===== src/rtl/elc_scan_controller.sv =====
// elc_scan_controller: N-floor SCAN elevator controller with timed travel/door phases and alerts; ports clk, reset, req_vec, over_time, over_weight, [emergency when ELC_EMERGENCY_EN] -> current_floor, direction, moving, door_open, complete, door_alert, weight_alert, pending
module elc_scan_controller #(
  parameter int NUM_FLOORS    = 8,
  parameter int TRAVEL_CYCLES = 4,
  parameter int DOOR_CYCLES   = 6
) (
  input  logic                  clk,
  input  logic                  reset,
  input  logic [NUM_FLOORS-1:0] req_vec,
  input  logic                  over_time,
  input  logic                  over_weight,
`ifdef ELC_EMERGENCY_EN
  input  logic                  emergency,
`endif
  output logic [NUM_FLOORS-1:0] current_floor,
  output logic                  direction,
  output logic                  moving,
  output logic                  door_open,
  output logic                  complete,
  output logic                  door_alert,
  output logic                  weight_alert,
  output logic [NUM_FLOORS-1:0] pending
);
  localparam int TMAX = TRAVEL_CYCLES > DOOR_CYCLES ? TRAVEL_CYCLES : DOOR_CYCLES;
  localparam int TW = $clog2(TMAX + 1);
  localparam logic [TW-1:0] T_MOVE = TW'(TRAVEL_CYCLES - 1);
  localparam logic [TW-1:0] T_DOOR = TW'(DOOR_CYCLES - 1);
  localparam logic [TW-1:0] T_ONE = TW'(1);
  localparam logic [NUM_FLOORS-1:0] ONE = NUM_FLOORS'(1);
  typedef enum logic [1:0] {IDLE, MOVE, DOOR_OPEN} state_t;
  state_t state_q, state_d;
  logic [NUM_FLOORS-1:0] floor_q, floor_d, pending_q, pending_d, req_eff, p_all, nf, serviced;
  logic [TW-1:0] timer_q, timer_d;
  logic dir_q, dir_d, complete_q, complete_d, moving_q, moving_d, door_open_q, door_open_d;
  logic door_alert_q, door_alert_d, weight_alert_q, weight_alert_d, emg;
  logic [1:0] ch;
`ifdef ELC_EMERGENCY_EN
  assign emg = emergency;
`else
  assign emg = 1'b0;
`endif
  // {any pending strictly ahead or behind, next direction}; bits above f are ~((f<<1)-1), below are f-1
  function automatic logic [1:0] choose(input logic [NUM_FLOORS-1:0] p, input logic [NUM_FLOORS-1:0] f, input logic d);
    logic up, dn;
    up = |(p & ~((f << 1) - ONE));
    dn = |(p & (f - ONE));
    choose = {up | dn, ((d ? up : dn) || !(up | dn)) ? d : ~d};
  endfunction
  always_comb begin
    state_d  = state_q;
    floor_d  = floor_q;
    dir_d    = dir_q;
    timer_d  = timer_q;
    complete_d = 1'b0;
    serviced = '0;
    req_eff  = emg ? '0 : req_vec;
    p_all    = pending_q | req_eff;
    nf       = dir_q ? floor_q << 1 : floor_q >> 1;
    ch       = 2'b00;
    case (state_q)
      IDLE: begin
        if (emg) begin
          state_d = floor_q[0] ? DOOR_OPEN : MOVE;
          timer_d = floor_q[0] ? T_DOOR : T_MOVE;
          dir_d   = floor_q[0] ? dir_q : 1'b0;
        end else if (!over_weight && |(p_all & floor_q)) begin
          state_d    = DOOR_OPEN;
          timer_d    = T_DOOR;
          complete_d = 1'b1;
          serviced   = floor_q;
        end else if (!over_weight && |p_all) begin
          ch      = choose(p_all, floor_q, dir_q);
          state_d = MOVE;
          dir_d   = ch[0];
          timer_d = T_MOVE;
        end
      end
      MOVE: begin
        if (timer_q != '0) begin
          timer_d = timer_q - T_ONE;
        end else begin
          floor_d = nf;
          if (emg) begin
            state_d = nf[0] ? DOOR_OPEN : MOVE;
            timer_d = nf[0] ? T_DOOR : T_MOVE;
            dir_d   = 1'b0;
          end else if (|(p_all & nf)) begin
            state_d    = DOOR_OPEN;
            timer_d    = T_DOOR;
            complete_d = 1'b1;
            serviced   = nf;
          end else begin
            ch      = choose(p_all, nf, dir_q);
            state_d = ch[1] ? MOVE : IDLE;
            dir_d   = ch[0];
            timer_d = T_MOVE;
          end
        end
      end
      DOOR_OPEN: begin
        // requests for the open floor are absorbed here without a new complete pulse
        serviced = floor_q;
        if (emg) begin
          state_d = floor_q[0] ? DOOR_OPEN : MOVE;
          timer_d = floor_q[0] ? T_DOOR : T_MOVE;
          dir_d   = floor_q[0] ? dir_q : 1'b0;
        end else if (|(req_eff & floor_q)) begin
          timer_d = T_DOOR;
        end else if (!over_time && !over_weight) begin
          if (timer_q != '0) begin
            timer_d = timer_q - T_ONE;
          end else begin
            ch      = choose(p_all, floor_q, dir_q);
            state_d = ch[1] ? MOVE : IDLE;
            dir_d   = ch[0];
            timer_d = T_MOVE;
          end
        end
      end
      default: state_d = IDLE;
    endcase
    pending_d      = emg ? '0 : p_all & ~serviced;
    moving_d       = state_d == MOVE;
    door_open_d    = state_d == DOOR_OPEN;
    door_alert_d   = (state_q == DOOR_OPEN && over_time) || (emg && state_d == DOOR_OPEN && floor_d[0]);
    weight_alert_d = over_weight && state_q != MOVE;
  end
  always_ff @(posedge clk) begin
    if (reset) begin
      state_q        <= IDLE;
      floor_q        <= ONE;
      dir_q          <= 1'b1;
      pending_q      <= '0;
      timer_q        <= '0;
      complete_q     <= 1'b0;
      moving_q       <= 1'b0;
      door_open_q    <= 1'b0;
      door_alert_q   <= 1'b0;
      weight_alert_q <= 1'b0;
    end else begin
      state_q        <= state_d;
      floor_q        <= floor_d;
      dir_q          <= dir_d;
      pending_q      <= pending_d;
      timer_q        <= timer_d;
      complete_q     <= complete_d;
      moving_q       <= moving_d;
      door_open_q    <= door_open_d;
      door_alert_q   <= door_alert_d;
      weight_alert_q <= weight_alert_d;
    end
  end
  assign current_floor = floor_q;
  assign direction     = dir_q;
  assign moving        = moving_q;
  assign door_open     = door_open_q;
  assign complete      = complete_q;
  assign door_alert    = door_alert_q;
  assign weight_alert  = weight_alert_q;
  assign pending       = pending_q;
endmodule

===== config.mk =====
export PLATFORM = sky130hd
export DESIGN_NAME = elc_scan_controller
export DESIGN_NICKNAME = d
export VERILOG_FILES = /design/src/rtl/elc_scan_controller.sv
export SDC_FILE = /design/constraint.sdc
export NUM_CORES = 1
export LEC_CHECK = 0
export CAP_MARGIN = 10
export CORE_AREA = 2 2 69 71
export DETAILED_ROUTE_END_ITERATION = 10
export DIE_AREA = 0 0 71 73
export PLACE_DENSITY = 0.73
export SYNTH_ARGS = -nofsm -noshare
export SYNTH_HDL_FRONTEND = slang
export SYNTH_SLANG_ARGS = --single-unit

===== constraint.sdc =====
create_clock -name clk -period 2.6 [get_ports clk]
set_input_delay 0.52 -clock clk [delete_from_list [all_inputs] [get_ports clk]]
set_output_delay 0.52 -clock clk [all_outputs]
set_load 0.05 [all_outputs]

# Word-level counts from Yosys, hierarchy flattened
# Cells that the tools add are included.
word_totals:
  register_bits: 27
  in_bits: 12
  elab_cells: 110
op_classes:
  n_addsub: 5
  eq_ne: 15
  n_mux: 39
  bitwise: 16
  n_reduce_logical: 25
ops:
  columns: ["operator", "n"]
  rows:
  - ["$and 8x8->8", 8]
  - ["$reduce_or 8->1", 8]
  - ["$mux 8", 4]
  - ["$sub 8x1->8 const B", 4]
  - ["$not 8->8", 3]
  - ["$pmux 8 s3", 1]
  - ["$mux 3", 7]
  - ["$mux 1", 16]
  - ["$ne 2x2->1 const B", 8]
  - ["$mux 2", 7]
  - ["$pmux 3 s3", 1]
  - ["$reduce_and 9->1", 1]
  - ["$or 8x8->8", 1]
  - ["$ne 3x3->1 const B", 2]
  - ["$pmux 2 s3", 1]
  - ["$reduce_bool 3->1", 2]
  - ["$logic_and 1x1->1", 5]
  - ["$eq 2x1->1 const B", 2]
  - ["$eq 2x2->1 const B", 2]
  - ["$logic_not 1->1", 4]
  - ["$pmux 1 s3", 1]
  - ["$reduce_and 3->1", 1]
  - ["$sub 3x1->3 const B", 1]
  - ["$logic_not 2->1", 1]
  - ["6 further kinds", 9]

# Longest topological paths before layout
# Gate-level depths: netlist of the first run.
depth:
  ltp_word: 12
  depth_mapped: 12
  depth_no_buf: 11

# Worst setup path before layout of the first run
# OpenSTA, ideal clock, no wires.
synth_path:
  kind: "reg2reg"
  startpoint: "reg floor_q[1] (netlist: current_floor[1])"
  endpoint: "reg dir_q (netlist: direction)"
  t_arrival_ns: 2.975
  t_required_ns: 2.526
  path_slack_ns: -0.449
  stages_incl_launch_ff: 12
  n_path_buf: 1
  synth_period_minus_slack_ns: 3.049
  path_cell_list: "dfxtp_1 clkbuf_1 inv_1 ha_1 o21ba_2 a221oi_1 o221ai_1 a2111oi_2 or3b_1 a211o_1 o311a_1 a31oi_1"
synth_between:
  elab_chain_cells: 12
synth_rtl:
  columns: ["element", "line_no", "rtl"]
  rows:
  - ["start: declaration", "32", "logic [NUM_FLOORS-1:0] floor_q, floor_d, pending_q, pending_d, req_eff, p_all, nf, serviced;"]
  - ["start signal: assignment", "142", "floor_q <= floor_d;"]
  - ["$sub 8x1->8", "45", "up = |(p & ~((f << 1) - ONE));"]
  - ["$not 8->8", "45", null]
  - ["$and 8x8->8", "45", null]
  - ["$reduce_or 8->1", "45", null]
  - ["$or 1x1->1", "47", "choose = {up | dn, ((d ? up : dn) || !(up | dn)) ? d : ~d};"]
  - ["$logic_not 1->1", "47", null]
  - ["$logic_or 1x1->1", "47", null]
  - ["$mux 1 (4 in series)", null, null]
  - ["$pmux 1 s3", null, null]
  - ["end signal: assignment", "143", "dir_q <= dir_d;"]
  - ["end: declaration", "34", "logic dir_q, dir_d, complete_q, complete_d, moving_q, moving_d, door_open_q, door_open_d;"]
# Several ways; a longest one is shown, not always the timed one. The select of a mux whose other input is x is not followed.
# A chain may end at the register's enable or synchronous reset.

# Final worst setup path of the first run
layout_path:
  startpoint: "in req_vec[1]"
  endpoint: "reg dir_q (netlist: direction)"
layout_between:
  elab_chain_cells: 11
layout_rtl:
  columns: ["element", "line_no", "rtl"]
  rows:
  - ["start: declaration", "9", "input logic [NUM_FLOORS-1:0] req_vec,"]
  - ["$or 8x8->8", "57", "p_all = pending_q | req_eff;"]
  - ["$and 8x8->8 (on tied branches)", "45, 46", null]
  - ["$reduce_or 8->1 (on tied branches)", "45, 46", null]
  - ["$or 1x1->1", "47", null]
  - ["$logic_not 1->1", "47", null]
  - ["$logic_or 1x1->1", "47", null]
  - ["$mux 1 (4 in series)", null, null]
  - ["$pmux 1 s3", null, null]
# Several ways; a longest one is shown, not always the timed one. The select of a mux whose other input is x is not followed.

==> impl_metrics.py, run 1 <==
metrics = {
    "sta": {
        "rsz0062_at_grt": "yes",
        "slew_headroom_pct": 64.2,
        "skew_ps": 2.48,
        "slew_violations": 0,
        "hold_violations": 0,
        "finalSetupTns_ps": -56.5,
        "setup_viol": 1,
        "fmax_ghz": 0.376,
        "post-route-min-period_ps": 2660,
        "finalCritPeriodShare_pct": 102,
        "worst_slack_ps": -56.5,
        "tightest_slew_ps": 532,
    },
    "logic_synthesis": {
        "synth_area_leaders": "dfxtp_1, nor2_1, ha_1, a22oi_1, mux2i_1",
        "yosysMostFrequentCell": "nor2_1",
        "synth-edff-count": 0,
        "synth_cell_types": 55,
        "synth_top_area_share_pct": 26.5,
        "synthTopCellsByCount": "nor2_1, dfxtp_1, inv_1, nor3_1, a22oi_1",
        "synth_seq_area_share_pct": 26.5,
        "synth.avg_cell_area_um2": 7.72,
        "synthArstFlopShare_pct": 0,
        "yosysTopAreaCell": "dfxtp_1",
        "synthFlopType": "dfxtp_1",
        "synth-seq-cells": 27,
        "yosys_warnings": 0,
        "synth_cells": 264,
        "syn_area_mm2": 0.00204,
        "syn_nets": 284,
    },
    "place": {
        "place_area_mm2": 0.00276,
        "dp_hpwl_mm": 5.20,
        "gp_congestion": 0.988,
        "io_buffers": 33,
        "dp.cells": 384,
    },
    "cells_and_area": {
        "fin_nets": 357,
        "diodes": 0,
        "final_cells": 390,
        "utilization_pct": 64.9,
        "final_cell_area_mm2": 0.00294,
        "syn2layout_area_growth_pct": 44.4,
        "layout-drive-gt1-share_pct": 26.5,
    },
    "min_path": {
        "hold_start": "timer_q[0]$_SDFFE_PP0P_",
        "min_to": "timer_q[0]$_SDFFE_PP0P_",
        "hold_path_class": "flop to flop",
        "whs_path_depth": 2,
    },
    "routing": {
        "vias": 2419,
        "routed_via_density": 6.20,
        "detail-route-antenna-nets": 0,
        "drcViolationCount": 0,
        "wl_per_cell_um": 18.2,
        "first_pass_iters": 5,
        "initialDrtViolationCount": 263,
        "drt-total-wl_mm": 7.09,
    },
    "power_and_ir_drop": {
        "max-vdd-ir-drop_uv": 486,
        "leakage_nw": 1.23,
        "powerDensity_mw_per_mm2": 1050,
    },
    "critical_path": {
        "required_ps": 2810,
        "timing.rr.start": "current_floor[0]$_SDFFE_PP1P_",
        "reg2regPathDepth": 11,
        "crit_type": "input pin to flop",
        "regToRegSetupSlack_ps": -60,
        "critPathMaxFanout": 2,
        "start_kind": "input pin",
        "cp-end-kind": "flop",
        "crit_arrival_ps": 2870,
        "r2r-end": "direction$_SDFFE_PP1P_",
    },
    "clock_tree": {
        "cts_root_buffer": "clkbuf_8",
        "clock_latency_ps": 280,
        "cts-buffers-inserted": 3,
        "ctsHoldBuffers": 0,
        "cts_sinks": 27,
        "clk_path_buf_depth": 2,
        "cts_tree": "built",
        "cts_max_level": 1,
        "path_clk_slew_ps": 100,
    },
    "global_routing": {
        "grt_pass1_vias": 2122,
        "grt_usage_pct": 26.0,
        "antenna_found_initial": 0,
        "grt_pass1_wl_mm": 10.6,
        "grt_max_degree": 17,
        "overflow": 0,
    },
    "floorplan": {
        "num_rows": 25,
        "die_x_um": 71,
        "start_util_pct": 44.9,
        "core_mm2": 0.00454,
        "die_h_um": 73,
        "dieArea_mm2": 0.00518,
        "ios": 34,
    },
    "outcome": {
        "status": "finished, violations left",
        "violations": "setup timing",
    },
    "job": {
        "maxCapViolCount": 0,
    },
}
[layout by cell type (no fill, tap or decap), types with 4 or more instances in the layout]
cell             netlist  layout
buf_4                  0      48
nor2_1                38      36
clkdlybuf4s50_1        0      31
dfxtp_1               27      21
inv_1                 17      15
a22oi_1               13      13
nor3_1                14      12
nand2_1               12      10
o21ai_0                9       9
a21oi_1                9       8
mux2i_1                7       7
o22ai_1                7       7
nor4_1                 6       6
a211oi_1               6       6
ha_1                   8       6
xnor2_1                6       5
or2_2                  6       4
and2_1                 4       4
dfxtp_2                0       4
[repair_timing]
action	in CTS	in global routing
pin swaps	2	6
gates cloned	0	0
gates resized for setup	1	25
setup endpoints to repair	1	12
setup buffers	0	2
[final cells by class]
cell class	instances	area, um2
Fill cell	373	1590
Multi-Input combinational cell	205	1490
Timing Repair Buffer	83	722
Sequential cell	27	553
Tap cell	54	67.6
Inverter	17	66.3
Clock buffer	3	41.3
Clock inverter	1	6.26
[metrics by stage]
| stage | power [mW] | setup slack [ps] | hold slack (ps) |
|---|---|---|---|
| global placement | 2.60 | -390 | 500 |
| global route | 3.26 | -146 | 548 |
| finish | 3.09 | -56.5 | 537 |
| CTS | 2.89 | -136 | 534 |
| detailed placement | 2.62 | -442 | 520 |
| floorplan | 1.94 | -27.7 | 480 |
[worst max-delay path by stage]
stage                                   endpoint                     startpoint  slack (ps)
after floorplan           direction$_SDFFE_PP1P_  current_floor[0]$_SDFFE_PP1P_         -30
after detailed placement  direction$_SDFFE_PP1P_                     req_vec[0]        -440
after CTS                 direction$_SDFFE_PP1P_  current_floor[2]$_SDFFE_PP0P_        -140
final                     direction$_SDFFE_PP1P_                     req_vec[1]         -60
after global routing      direction$_SDFFE_PP1P_  current_floor[2]$_SDFFE_PP0P_        -150
after global placement    direction$_SDFFE_PP1P_                     req_vec[2]        -390
[sequential cells by signal, summed over array words and instances (netlist names)]
name	flops
weight_alert	1
state_q	2
direction	1
door_alert	1
pending	8
timer_q	3
current_floor	8
complete	1
door_open	1
moving	1
[worst max-delay path: stages]
cell	delay, ps
clkdlybuf4s50_1	440
o21ba_4	230
a221oi_2	210
o221ai_2	160
a2111oi_4	360
or3b_1	390
a211o_1	310
o311a_1	120
a31oi_1	140
[power by group]
part / internal, mW / switching, mW
clock: 0.110 / 0.151
combinational: 0.958 / 1.21
sequential: 0.532 / 0.128
total: 1.60 / 1.49
[per-layer routing]
layer  routed length, um  vias up  GRT usage [%]
li1                    -     1127              -
met1                3040     1095           35.7
met2                3050      160           39.5
met3                 684       37           5.11
met4                 318        0           11.3
met5                   0        -              0
[cell families after synthesis]
kind of cell / after synthesis / synth area share (%)
compound gates: 80 / 29.5
xor+xnor: 8 / 3.44
fa+ha+maj: 8 / 4.91
buf+inv: 32 / 6.69
flops: 27 / 26.5
mux: 7 / 3.44
simple gates: 102 / 25.5
(Power assumes the default switching activity.)
==> run 2: changes to the inputs <==
--- a/config.mk
+++ b/config.mk
@@ -5,10 +5,9 @@
 export SDC_FILE = /design/constraint.sdc
 export NUM_CORES = 1
 export LEC_CHECK = 0
-export CAP_MARGIN = 10
-export CORE_AREA = 2 2 69 71
+export CORE_AREA = 2 2 53 92
 export DETAILED_ROUTE_END_ITERATION = 10
-export DIE_AREA = 0 0 71 73
+export DIE_AREA = 0 0 55 94
 export PLACE_DENSITY = 0.73
 export SYNTH_ARGS = -nofsm -noshare
 export SYNTH_HDL_FRONTEND = slang
==> constraint.sdc (replaced) <==
create_clock -name clk -period 2.6 [get_ports clk]
set_input_delay 0.52 -clock clk [delete_from_list [all_inputs] [get_ports clk]]
set_output_delay 0.52 -clock clk [all_outputs]
set_load 0.1 [all_outputs]
==> run 2 against run 1 <==
The run still ends with setup timing left. Non-clock buffer count is 6 higher. Combinational power is 18% higher. Total power is 13% higher. Final area is 1.2% higher. Fmax hardly changed. Worst setup slack worse by 1.6 ps. First-iteration DRC count is 35% lower. Utilization is 2.8 points higher. Sequential share of layout area is 0.15 points higher. Clock power is 2% higher. Clock skew is 6.6 ps higher. Critical path depth is 3 higher. Critical path type is now flop to flop. Critical endpoint unchanged.
==> impl_metrics.py, run 2 (synthesis results as in run 1) <==
metrics = {
    "outcome": {
        "status": "finished, violations left",
        "violations": "setup timing",
    },
    "clock_tree": {
        "path_clk_slew_ps": 110,
        "cts_tree": "built",
        "cts_max_level": 1,
        "clock_latency_ps": 290,
        "clk_path_buf_depth": 2,
        "cts-buffers-inserted": 3,
        "cts_root_buffer": "clkbuf_8",
        "cts_sinks": 27,
    },
    "sta": {
        "worst_slack_ps": -58.1,
        "setup_viol": 1,
        "slew_headroom_pct": 61.3,
        "fmax_ghz": 0.376,
        "hold_violations": 0,
        "finalCritPeriodShare_pct": 102,
        "tightest_slew_ps": 581,
        "slew_violations": 0,
        "rsz0062_at_grt": "yes",
        "skew_ps": 9.04,
        "hold_slack_ps": 531,
        "post-route-min-period_ps": 2660,
    },
    "routing": {
        "wl_met3_um": 425,
        "met1_length_mm": 2.68,
        "wl_per_cell_um": 19.2,
        "vias": 2495,
        "routed_via_density": 6.35,
        "drt-total-wl_mm": 7.53,
        "first_pass_iters": 5,
        "met2WireLength_mm": 3.93,
        "highest_layer": "met4",
        "initialDrtViolationCount": 172,
        "detail-route-antenna-nets": 0,
        "drcViolationCount": 0,
    },
    "floorplan": {
        "die_h_um": 94,
        "start_util_pct": 46.3,
        "die_x_um": 55,
        "num_rows": 32,
        "ios": 34,
        "dieArea_mm2": 0.00517,
        "core_mm2": 0.00440,
    },
    "job": {
        "maxCapViolCount": 0,
    },
    "cells_and_area": {
        "syn2layout_area_growth_pct": 46.2,
        "final_cell_area_mm2": 0.00298,
        "layout-drive-gt1-share_pct": 36.8,
        "layout_commonest_cell": "buf_4",
        "fin_nets": 363,
        "final_cell_mix": "buf_4, nor2_1, dfxtp_1",
        "diodes": 0,
    },
    "critical_path": {
        "crit_arrival_ps": 2870,
        "reg2regPathDepth": 12,
        "regToRegSetupSlack_ps": -60,
        "crit_type": "flop to flop",
        "required_ps": 2820,
        "cp-end-kind": "flop",
        "timing.rr.start": "current_floor[0]$_SDFFE_PP1P_",
        "start_kind": "flop",
        "startpoint": "current_floor[0]$_SDFFE_PP1P_",
        "critPathMaxFanout": 5,
        "r2r-end": "direction$_SDFFE_PP1P_",
    },
    "min_path": {
        "hold_start": "timer_q[2]$_SDFFE_PP0P_",
        "hold_path_class": "flop to flop",
        "whs_path_depth": 2,
        "min_to": "timer_q[2]$_SDFFE_PP0P_",
    },
    "place": {
        "io_buffers": 33,
        "place_area_mm2": 0.00271,
        "dp_hpwl_mm": 5.47,
        "place_worst_setup_slack_ps": -400,
        "gp_congestion": 1.05,
    },
    "power_and_ir_drop": {
        "intPower_mw": 1.67,
        "switching_share_pct": 52.4,
        "max-vdd-ir-drop_uv": 880,
        "powerDensity_mw_per_mm2": 1180,
        "combPwrFrac_pct": 73.1,
        "p_clk_share_pct": 7.6,
        "leakage_nw": 1.31,
        "p_switching_mw": 1.84,
        "seqPwrFrac_pct": 19.4,
    },
    "global_routing": {
        "overflow": 0,
        "grt_usage_pct": 30.0,
        "grt_pass1_vias": 2405,
        "antenna_found_initial": 0,
        "grt_max_degree": 22,
        "grt_pass1_wl_mm": 11.2,
    },
}
==> run 2: changes by cell type in the layout (fill, tap and decap cells not counted), moves of 3 or more <==
cell / delta
buf_4: +26
clkdlybuf4s50_1: -23
dfxtp_1: -5
dfxtp_2: +3
==> run 2: through the flow <==
stage,setup TNS [ps],cells,power [mW],utilization [%]
final,-58.1,393,3.50,67.6
after global routing,-456,393,3.67,67.6
after CTS,-69.7,382,3.22,63.2
after detailed placement,-1900,378,2.93,61.6
after global placement,-1580,378,2.91,61.6
after floorplan,-142,264,2.26,-
==> run 2: worst max-delay path by stage <==
stage                                   endpoint  cells after the start
after floorplan           direction$_SDFFE_PP1P_                     11
after global placement    direction$_SDFFE_PP1P_                      9
after detailed placement  direction$_SDFFE_PP1P_                      9
after CTS                 direction$_SDFFE_PP1P_                      9
after global routing      direction$_SDFFE_PP1P_                     11
final                     direction$_SDFFE_PP1P_                     12
==> run 2: cell type report <==
class | instances | area [um2]
sequential | 27 | 564
fill | 362 | 1430
clock buffer | 3 | 41.3
clock inverter | 1 | 6.26
timing repair buffer | 89 | 731
multi-input combinational | 205 | 1500
tap | 51 | 63.8
inverter | 17 | 71.3
==> run 2: repair_timing <==
action                                  in CTS  in global routing
resized for setup                            4                 26
pin swaps                                    2                 16
endpoints found under the setup margin       1                 10
hold buffers                                 0                  0
setup buffers                                0                 11
==> run 2: per-layer routing <==
layer	track usage, %	up-vias
met1	32.1	1148
met5	0	-
met2	50.9	147
met3	4.94	61
li1	-	1139
met4	19.7	0
==> run 2: power groups by stage <==
stage | clock network (mW) | registers, mW | logic, mW
4_1_cts | 0.263 | 0.666 | 2.29
3_5_place_dp | 0 | 0.670 | 2.26
5_1_grt | 0.279 | 0.693 | 2.70
6_report | 0.265 | 0.678 | 2.56
3_3_place_gp | 0 | 0.666 | 2.24
2_1_floorplan | 0 | 1.19 | 1.06
==> run 2: critical path: stages, from the launching register on <==
cell	delay, ps
dfxtp_4	370
buf_8	130
inv_6	50
ha_4	140
nor3b_4	270
buf_4	170
a21bo_2	130
a21oi_1	70
a2111oi_2	320
or3b_1	390
a211o_1	320
o311a_1	110
a31oi_1	130
